==> config.mk <==
export PLATFORM = sky130hd
export DESIGN_NAME = hazard_ctrl_flat
export DESIGN_NICKNAME = d
export VERILOG_FILES = /design/src/rtl/hazard_ctrl_pkg.sv /design/src/rtl/hazard_ctrl_if.sv /design/src/rtl/hazard_ctrl_scoreboard.sv /design/src/rtl/hazard_ctrl.sv /design/src/flat_wrapper.sv
export SDC_FILE = /design/constraint.sdc
export NUM_CORES = 1
export LEC_CHECK = 0
export BUFFER_PORTS_ARGS = -buffer_cell sky130_fd_sc_hd__buf_2
export CORE_MARGIN = 2
export CORE_UTILIZATION = 47
export CTS_BUF_LIST = sky130_fd_sc_hd__clkbuf_8
export CTS_CLUSTER_SIZE = 12
export DETAILED_ROUTE_END_ITERATION = 8
export PLACE_DENSITY = 0.85
export SYNTH_ARGS = -nofsm -noshare
export SYNTH_HDL_FRONTEND = slang
export SYNTH_SLANG_ARGS = --single-unit
==> constraint.sdc <==
create_clock -name aclk -period 1.95 [get_ports aclk]
set_input_delay 0.0975 -clock aclk [delete_from_list [all_inputs] [get_ports aclk]]
set_output_delay 0.0975 -clock aclk [all_outputs]
set_load 0.02 [all_outputs]
==> src/rtl/hazard_ctrl_pkg.sv <==
// Shared types and defaults for the hazard controller slice.
// Optional statistics counters are enabled with HAZARD_STATS_EN.
package hazard_ctrl_pkg;

  localparam int HAZARD_NREG         = 32;
  localparam int HAZARD_REG_W        = $clog2(HAZARD_NREG);
  localparam int HAZARD_FLUSH_CYCLES = 2;
  localparam int HAZARD_FCNT_W       = 4;

  typedef logic [HAZARD_REG_W-1:0] reg_t;

endpackage

==> src/rtl/hazard_ctrl_if.sv <==
// Pipeline-side handshake bundle observed and driven by hazard_ctrl.
// The master side is the pipeline, the slave side is the hazard controller.
interface hazard_ctrl_if
  import hazard_ctrl_pkg::*;
#(
  parameter int REG_W = HAZARD_REG_W
);

  logic             id_valid;
  logic [REG_W-1:0] id_rs1;
  logic [REG_W-1:0] id_rs2;
  logic             id_rs1_used;
  logic             id_rs2_used;
  logic             id_fire;
  logic             id_is_load;
  logic [REG_W-1:0] id_rd;
  logic             wb_fire;
  logic             wb_is_load;
  logic [REG_W-1:0] wb_rd;
  logic             ex_redirect;
  logic             bubble;
  logic             flush;

  modport master (
    output id_valid, id_rs1, id_rs2, id_rs1_used, id_rs2_used,
           id_fire, id_is_load, id_rd, wb_fire, wb_is_load, wb_rd, ex_redirect,
    input  bubble, flush
  );

  modport slave (
    input  id_valid, id_rs1, id_rs2, id_rs1_used, id_rs2_used,
           id_fire, id_is_load, id_rd, wb_fire, wb_is_load, wb_rd, ex_redirect,
    output bubble, flush
  );

endinterface

==> src/rtl/hazard_ctrl_scoreboard.sv <==
// Load-use scoreboard: one pending bit per register for an outstanding load.
// Part of hazard_ctrl (see HAZARD_STATS_EN in the top for optional stats).
module hazard_scoreboard
  import hazard_ctrl_pkg::*;
#(
  parameter int NREG  = HAZARD_NREG,
  parameter int REG_W = $clog2(NREG)
) (
  input  logic             aclk,
  input  logic             aresetn,
  input  logic             set_en,
  input  logic [REG_W-1:0] set_idx,
  input  logic             clr_en,
  input  logic [REG_W-1:0] clr_idx,
  input  logic [REG_W-1:0] rd1_idx,
  input  logic [REG_W-1:0] rd2_idx,
  input  logic [REG_W-1:0] rd3_idx,
  output logic             rd1_busy,
  output logic             rd2_busy,
  output logic             rd3_busy
);

  logic [NREG-1:0] pending_q;
  logic [NREG-1:0] pending_d;

  // Set is applied after clear so a younger load to the same register wins.
  always_comb begin
    pending_d = pending_q;
    if (clr_en) begin
      pending_d[clr_idx] = 1'b0;
    end
    if (set_en && (set_idx != '0)) begin
      pending_d[set_idx] = 1'b1;
    end
    pending_d[0] = 1'b0;
  end

  always_ff @(posedge aclk or negedge aresetn) begin
    if (!aresetn) begin
      pending_q <= '0;
    end else begin
      pending_q <= pending_d;
    end
  end

  assign rd1_busy = pending_q[rd1_idx];
  assign rd2_busy = pending_q[rd2_idx];
  assign rd3_busy = pending_q[rd3_idx];

endmodule

==> src/rtl/hazard_ctrl.sv <==
// Pipeline hazard controller: load-use stall plus multi-cycle redirect flush.
// Define HAZARD_STATS_EN to build the bubble/flush statistics counters.
module hazard_ctrl
  import hazard_ctrl_pkg::*;
#(
  parameter int NREG         = HAZARD_NREG,
  parameter int REG_W        = $clog2(NREG),
  parameter int FLUSH_CYCLES = HAZARD_FLUSH_CYCLES,
  parameter int CNT_W        = 32
) (
  input  logic             aclk,
  input  logic             aresetn,
  hazard_ctrl_if.slave     hz,
  output logic [CNT_W-1:0] stat_bubbles,
  output logic [CNT_W-1:0] stat_flushes
);

  localparam logic [HAZARD_FCNT_W-1:0] FLUSH_LOAD = HAZARD_FCNT_W'(FLUSH_CYCLES - 1);

  logic                     rs1_busy;
  logic                     rs2_busy;
  logic                     rd_busy;
  logic                     hazard;
  logic                     flush_raw;
  logic [HAZARD_FCNT_W-1:0] fcnt_q;
  logic [HAZARD_FCNT_W-1:0] fcnt_d;

  hazard_scoreboard #(
    .NREG  (NREG),
    .REG_W (REG_W)
  ) u_scoreboard (
    .aclk     (aclk),
    .aresetn  (aresetn),
    .set_en   (hz.id_fire & hz.id_is_load),
    .set_idx  (hz.id_rd),
    .clr_en   (hz.wb_fire & hz.wb_is_load),
    .clr_idx  (hz.wb_rd),
    .rd1_idx  (hz.id_rs1),
    .rd2_idx  (hz.id_rs2),
    .rd3_idx  (hz.id_rd),
    .rd1_busy (rs1_busy),
    .rd2_busy (rs2_busy),
    .rd3_busy (rd_busy)
  );

  // A redirect reloads rather than adds, so back-to-back redirects only extend.
  always_comb begin
    fcnt_d = fcnt_q;
    if (hz.ex_redirect) begin
      fcnt_d = FLUSH_LOAD;
    end else if (fcnt_q != '0) begin
      fcnt_d = fcnt_q - 1'b1;
    end
  end

  always_ff @(posedge aclk or negedge aresetn) begin
    if (!aresetn) begin
      fcnt_q <= '0;
    end else begin
      fcnt_q <= fcnt_d;
    end
  end

  assign flush_raw = hz.ex_redirect | (fcnt_q != '0);
  assign hazard    = (hz.id_rs1_used & rs1_busy) |
                     (hz.id_rs2_used & rs2_busy) |
                     (hz.id_is_load  & rd_busy);

  // Gated by reset so a live redirect input cannot leak out while in reset.
  assign hz.flush  = aresetn & flush_raw;
  assign hz.bubble = aresetn & hz.id_valid & ~flush_raw & hazard;

`ifdef HAZARD_STATS_EN
  logic [CNT_W-1:0] stat_bubbles_q;
  logic [CNT_W-1:0] stat_bubbles_d;
  logic [CNT_W-1:0] stat_flushes_q;
  logic [CNT_W-1:0] stat_flushes_d;

  always_comb begin
    stat_bubbles_d = stat_bubbles_q + CNT_W'(hz.bubble);
    stat_flushes_d = stat_flushes_q + CNT_W'(hz.ex_redirect);
  end

  always_ff @(posedge aclk or negedge aresetn) begin
    if (!aresetn) begin
      stat_bubbles_q <= '0;
      stat_flushes_q <= '0;
    end else begin
      stat_bubbles_q <= stat_bubbles_d;
      stat_flushes_q <= stat_flushes_d;
    end
  end

  assign stat_bubbles = stat_bubbles_q;
  assign stat_flushes = stat_flushes_q;
`else
  assign stat_bubbles = '0;
  assign stat_flushes = '0;
`endif

endmodule

==> src/flat_wrapper.sv <==
// flat-port wrapper written by rule: the top's interface ports become plain ports
module hazard_ctrl_flat import hazard_ctrl_pkg::*;
#(
  parameter int NREG         = HAZARD_NREG,
  parameter int REG_W        = $clog2(NREG),
  parameter int FLUSH_CYCLES = HAZARD_FLUSH_CYCLES,
  parameter int CNT_W        = 32
)
  (aclk, aresetn, stat_bubbles, stat_flushes, hz_id_valid, hz_id_rs1, hz_id_rs2, hz_id_rs1_used, hz_id_rs2_used, hz_id_fire, hz_id_is_load, hz_id_rd, hz_wb_fire, hz_wb_is_load, hz_wb_rd, hz_ex_redirect, hz_bubble, hz_flush);
  hazard_ctrl_if #(.REG_W(REG_W)) hz_i ();
  input  logic aclk;
  input  logic aresetn;
  output logic [CNT_W-1:0] stat_bubbles;
  output logic [CNT_W-1:0] stat_flushes;
  input wire logic [$bits(hz_i.id_valid)-1:0] hz_id_valid;
  input wire logic [$bits(hz_i.id_rs1)-1:0] hz_id_rs1;
  input wire logic [$bits(hz_i.id_rs2)-1:0] hz_id_rs2;
  input wire logic [$bits(hz_i.id_rs1_used)-1:0] hz_id_rs1_used;
  input wire logic [$bits(hz_i.id_rs2_used)-1:0] hz_id_rs2_used;
  input wire logic [$bits(hz_i.id_fire)-1:0] hz_id_fire;
  input wire logic [$bits(hz_i.id_is_load)-1:0] hz_id_is_load;
  input wire logic [$bits(hz_i.id_rd)-1:0] hz_id_rd;
  input wire logic [$bits(hz_i.wb_fire)-1:0] hz_wb_fire;
  input wire logic [$bits(hz_i.wb_is_load)-1:0] hz_wb_is_load;
  input wire logic [$bits(hz_i.wb_rd)-1:0] hz_wb_rd;
  input wire logic [$bits(hz_i.ex_redirect)-1:0] hz_ex_redirect;
  output wire logic [$bits(hz_i.bubble)-1:0] hz_bubble;
  output wire logic [$bits(hz_i.flush)-1:0] hz_flush;
  assign hz_i.id_valid = hz_id_valid;
  assign hz_i.id_rs1 = hz_id_rs1;
  assign hz_i.id_rs2 = hz_id_rs2;
  assign hz_i.id_rs1_used = hz_id_rs1_used;
  assign hz_i.id_rs2_used = hz_id_rs2_used;
  assign hz_i.id_fire = hz_id_fire;
  assign hz_i.id_is_load = hz_id_is_load;
  assign hz_i.id_rd = hz_id_rd;
  assign hz_i.wb_fire = hz_wb_fire;
  assign hz_i.wb_is_load = hz_wb_is_load;
  assign hz_i.wb_rd = hz_wb_rd;
  assign hz_i.ex_redirect = hz_ex_redirect;
  assign hz_bubble = hz_i.bubble;
  assign hz_flush = hz_i.flush;
  hazard_ctrl #(.NREG(NREG), .REG_W(REG_W), .FLUSH_CYCLES(FLUSH_CYCLES), .CNT_W(CNT_W)) u_core (.aclk(aclk), .aresetn(aresetn), .hz(hz_i), .stat_bubbles(stat_bubbles), .stat_flushes(stat_flushes));
endmodule
==> flow_summary_export.csv <==
group,metric,value,unit
outcome,status,"finished with violations",
outcome,violations,"setup timing",
floorplan,rows,28,
critical_path,cp-start-kind,"register",
timing,min_period_over_period,124,%
clock_tree,cts_buffers,5,
timing,setup_viol,1,
floorplan,die_width,81.4,microns
logic_synthesis,synth-xor-area-share,0.311,%
floorplan,design.core.area,5850,sq um
routing,first_pass_iters,5,
routing,wirelength,7030,microns
logic_synthesis,ys_top_cells_by_area,"dfrtp_1, buf_4, mux4_2",
logic_synthesis,yosysWarnings,0,
floorplan,die_h,81.4,microns
power_and_ir_drop,peakVddDrop,414,uV
clock_tree,clk_path_buf_depth,2,
logic_synthesis,synth-simple-area-share,13.2,%
power_and_ir_drop,p_leak,1.39,nW
logic_synthesis,synth.area.mux_share,18.3,%
timing,timing.hold.ws,0.0644,ns
logic_synthesis,synthArstFlopShare,100,%
global_routing,grt_pass1_vias,2156,
place,port_buffers,31,
clock_tree,clk_latency,0.29,ns
critical_path,slowest_stage,"mux4_2",
critical_path,critical_path_class,"register to output pin",
cells_and_area,layout-drive-gt1-share,26.3,%
floorplan,die_area,6630,sq um
worst_hold_path,hold_class,"input pin to register",
place,dp_slack,-0.245,ns
logic_synthesis,syn_area,2820,sq um
floorplan,io_pins,96,
logic_synthesis,ys_types,44,
clock_tree,cts-root-buf,"clkbuf_8",
logic_synthesis,synth_common_cells,"buf_4, o21ai_0, dfrtp_1",
clock_tree,clock_sink_count,35,
place,place_hpwl,5420,microns
routing,wire_per_inst,16.6,microns
logic_synthesis,synth_cells,298,
routing,antenna_left,0,
logic_synthesis,synthFlopType,"dfrtp_1",
logic_synthesis,synth_edf_count,0,
logic_synthesis,synth_adder_area_share,0.444,%
cells_and_area,nNetsFinal,380,
critical_path,cp_data_required_time,1.85,ns
critical_path,path_max_fanout,2,
logic_synthesis,yosysTopAreaCell,"dfrtp_1",
logic_synthesis,synth-compound-area-share,16.4,%
logic_synthesis,synth_top_family_by_area,"buffers and inverters",
place,placed_cell_area,2970,sq um
global_routing,grt_pass1_wl,11000,microns
critical_path,crit_path_max_incr_delay,0.48,ns
job,maxCapViolations,0,
logic_synthesis,yosysTopAreaCellShare,31.1,%
timing,fin_crit,2.42,ns
timing,setup_tns,-0.469,ns
timing,fmax,413,MHz
critical_path,crit_chain,"mux4_2, mux2_4, nand3_2, o211ai_1, o311ai_2, buf_4, o311ai_4, buf_6",
routing,via_per_inst,5.70,
place,dp_cells,415,
logic_synthesis,synth_most_common_cell,"buf_4",
timing,drv_slew,0,
floorplan,start_util,48.1,%
logic_synthesis,synth_area_per_cell,9.45,sq um
routing,drt-initial-drc-count,280,
global_routing,antenna_found_initial,0,
clock_tree,cts_tree,"yes",
timing,finalHoldViolations,0,
global_routing,globalRoute.totalOverflow,0,
critical_path,worstSetupEndpointType,"output pin",
timing,fin_ws,-0.469,ns
logic_synthesis,synth_seq_area_share,31.1,%
critical_path,cp.arrival,2.32,ns
cells_and_area,fin_area,3090,sq um
timing,rsz0062_at_grt,"yes",
cells_and_area,final_cells,425,
cells_and_area,insertedDiodeCount,0,
routing,vias,2423,
power_and_ir_drop,power_density,805,nW/um^2
cells_and_area,area_growth,9.82,%
place,globalplace.congestion,0.906,
global_routing,grt_util_all_layers,22.1,%
routing,drc,0,
cells_and_area,fill_cells,515,
global_routing,grt_start_max_net_pins,37,
logic_synthesis,synth-seq-cells,35,
clock_tree,path_clk_slew,0.07,ns
timing,skew,0.0000445,ns
clock_tree,h-tree-depth,2,
registers in the layout (all words and copies together), names as in the netlist:
name                           count
u_core.u_scoreboard.pending_q     31
u_core.fcnt_q                      4
cells by family after synthesis:
logic type,Yosys count
compound gates,83
xor+xnor,1
fa+ha+maj,1
buf+inv,81
flops,35
mux,27
other cells,1
simple gates,69
routing by layer:
layer,vias to the layer above,GRT usage (%),part of all wire (%)
met5,-,0,0
met4,0,7.46,2.4
met3,22,5.60,12
met2,169,34.8,47
met1,1172,29.9,39
li1,1060,-,-
repair_timing:
item / CTS / global route
setup buffers: 0 / 1
hold buffers: 1 / 0
pin swaps: 2 / 1
resized for setup: 4 / 2
endpoints found under the setup margin: 1 / 2
endpoints found under the hold margin: 35 / 0
layout by cell type, fill, tap and decap left out, types with 2 or more instances in the layout:
cell	synthesis	routed
inv_1	7	7
nor2b_1	6	6
nand3b_1	4	4
and3_1	2	2
clkinv_2	0	3
buf_4	65	22
mux2_2	4	3
nor3_1	3	3
a221oi_1	2	2
mux2i_1	4	4
nor2_1	9	9
mux4_2	18	18
or3_1	4	4
a31oi_1	2	2
clkbuf_8	0	5
o21ai_0	63	63
a21oi_1	4	4
a211oi_1	3	3
nand3_1	9	8
nand2b_1	4	4
conb_1	1	64
nand2_1	20	20
dfrtp_1	35	35
buf_2	6	30
final cells by class:
type                    instances  area, sq um  area share (%)
clock inverters                 3         15.0           0.485
repair buffers                 55          357            11.5
multi-input cells             245         1660            53.6
clock buffers                   5         68.8            2.22
inverters                       7         26.3           0.850
well taps                      75         93.8            3.03
flip-flops and latches         35          876            28.3
worst paths after layout:
| kind | from | to | slack [ns] | cells past startpoint |
|---|---|---|---|---|
| setup / recovery | u_core.u_scoreboard.pending_q[31]$_DFF_PN0_ | hz_bubble | -0.47 | 8 |
| hold / removal | hz_ex_redirect | u_core.fcnt_q[1]$_DFFE_PN0N_ | 0.06 | 2 |
| setup reg to reg | u_core.fcnt_q[0]$_DFFE_PN0N_ | u_core.fcnt_q[0]$_DFFE_PN0N_ | 0.38 | 6 |
| hold reg to reg | u_core.fcnt_q[2]$_DFFE_PN0N_ | u_core.fcnt_q[2]$_DFFE_PN0N_ | 0.58 | 2 |
| max in group asynchronous | aresetn | u_core.u_scoreboard.pending_q[22]$_DFF_PN0_ | 1.22 | 3 |
| min in group asynchronous | aresetn | u_core.fcnt_q[0]$_DFFE_PN0N_ | 0.40 | 3 |
critical path: cells and delay by family, from the launching register on:
kind            cells  cell delay (ns)
compound gates      3             0.48
buf+inv             2             0.32
simple gates        1             0.07
mux                 2             0.76
flops               1             0.40
power by group:
group,leakage (nW),internal [mW],switching [mW]
Sequential,0.447,0.879,0.163
Combinational,0.896,0.452,0.489
Clock,0.0477,0.244,0.262
per-stage QoR:
stage,utilization [%],power (mW)
3_5_place_dp,50.7,1.94
2_1_floorplan,-,1.71
5_1_grt,52.9,2.64
4_1_cts,52.6,2.46
3_3_place_gp,50.7,1.89
6_report,52.9,2.49
Note: power is estimated with default switching activity, not from simulation.
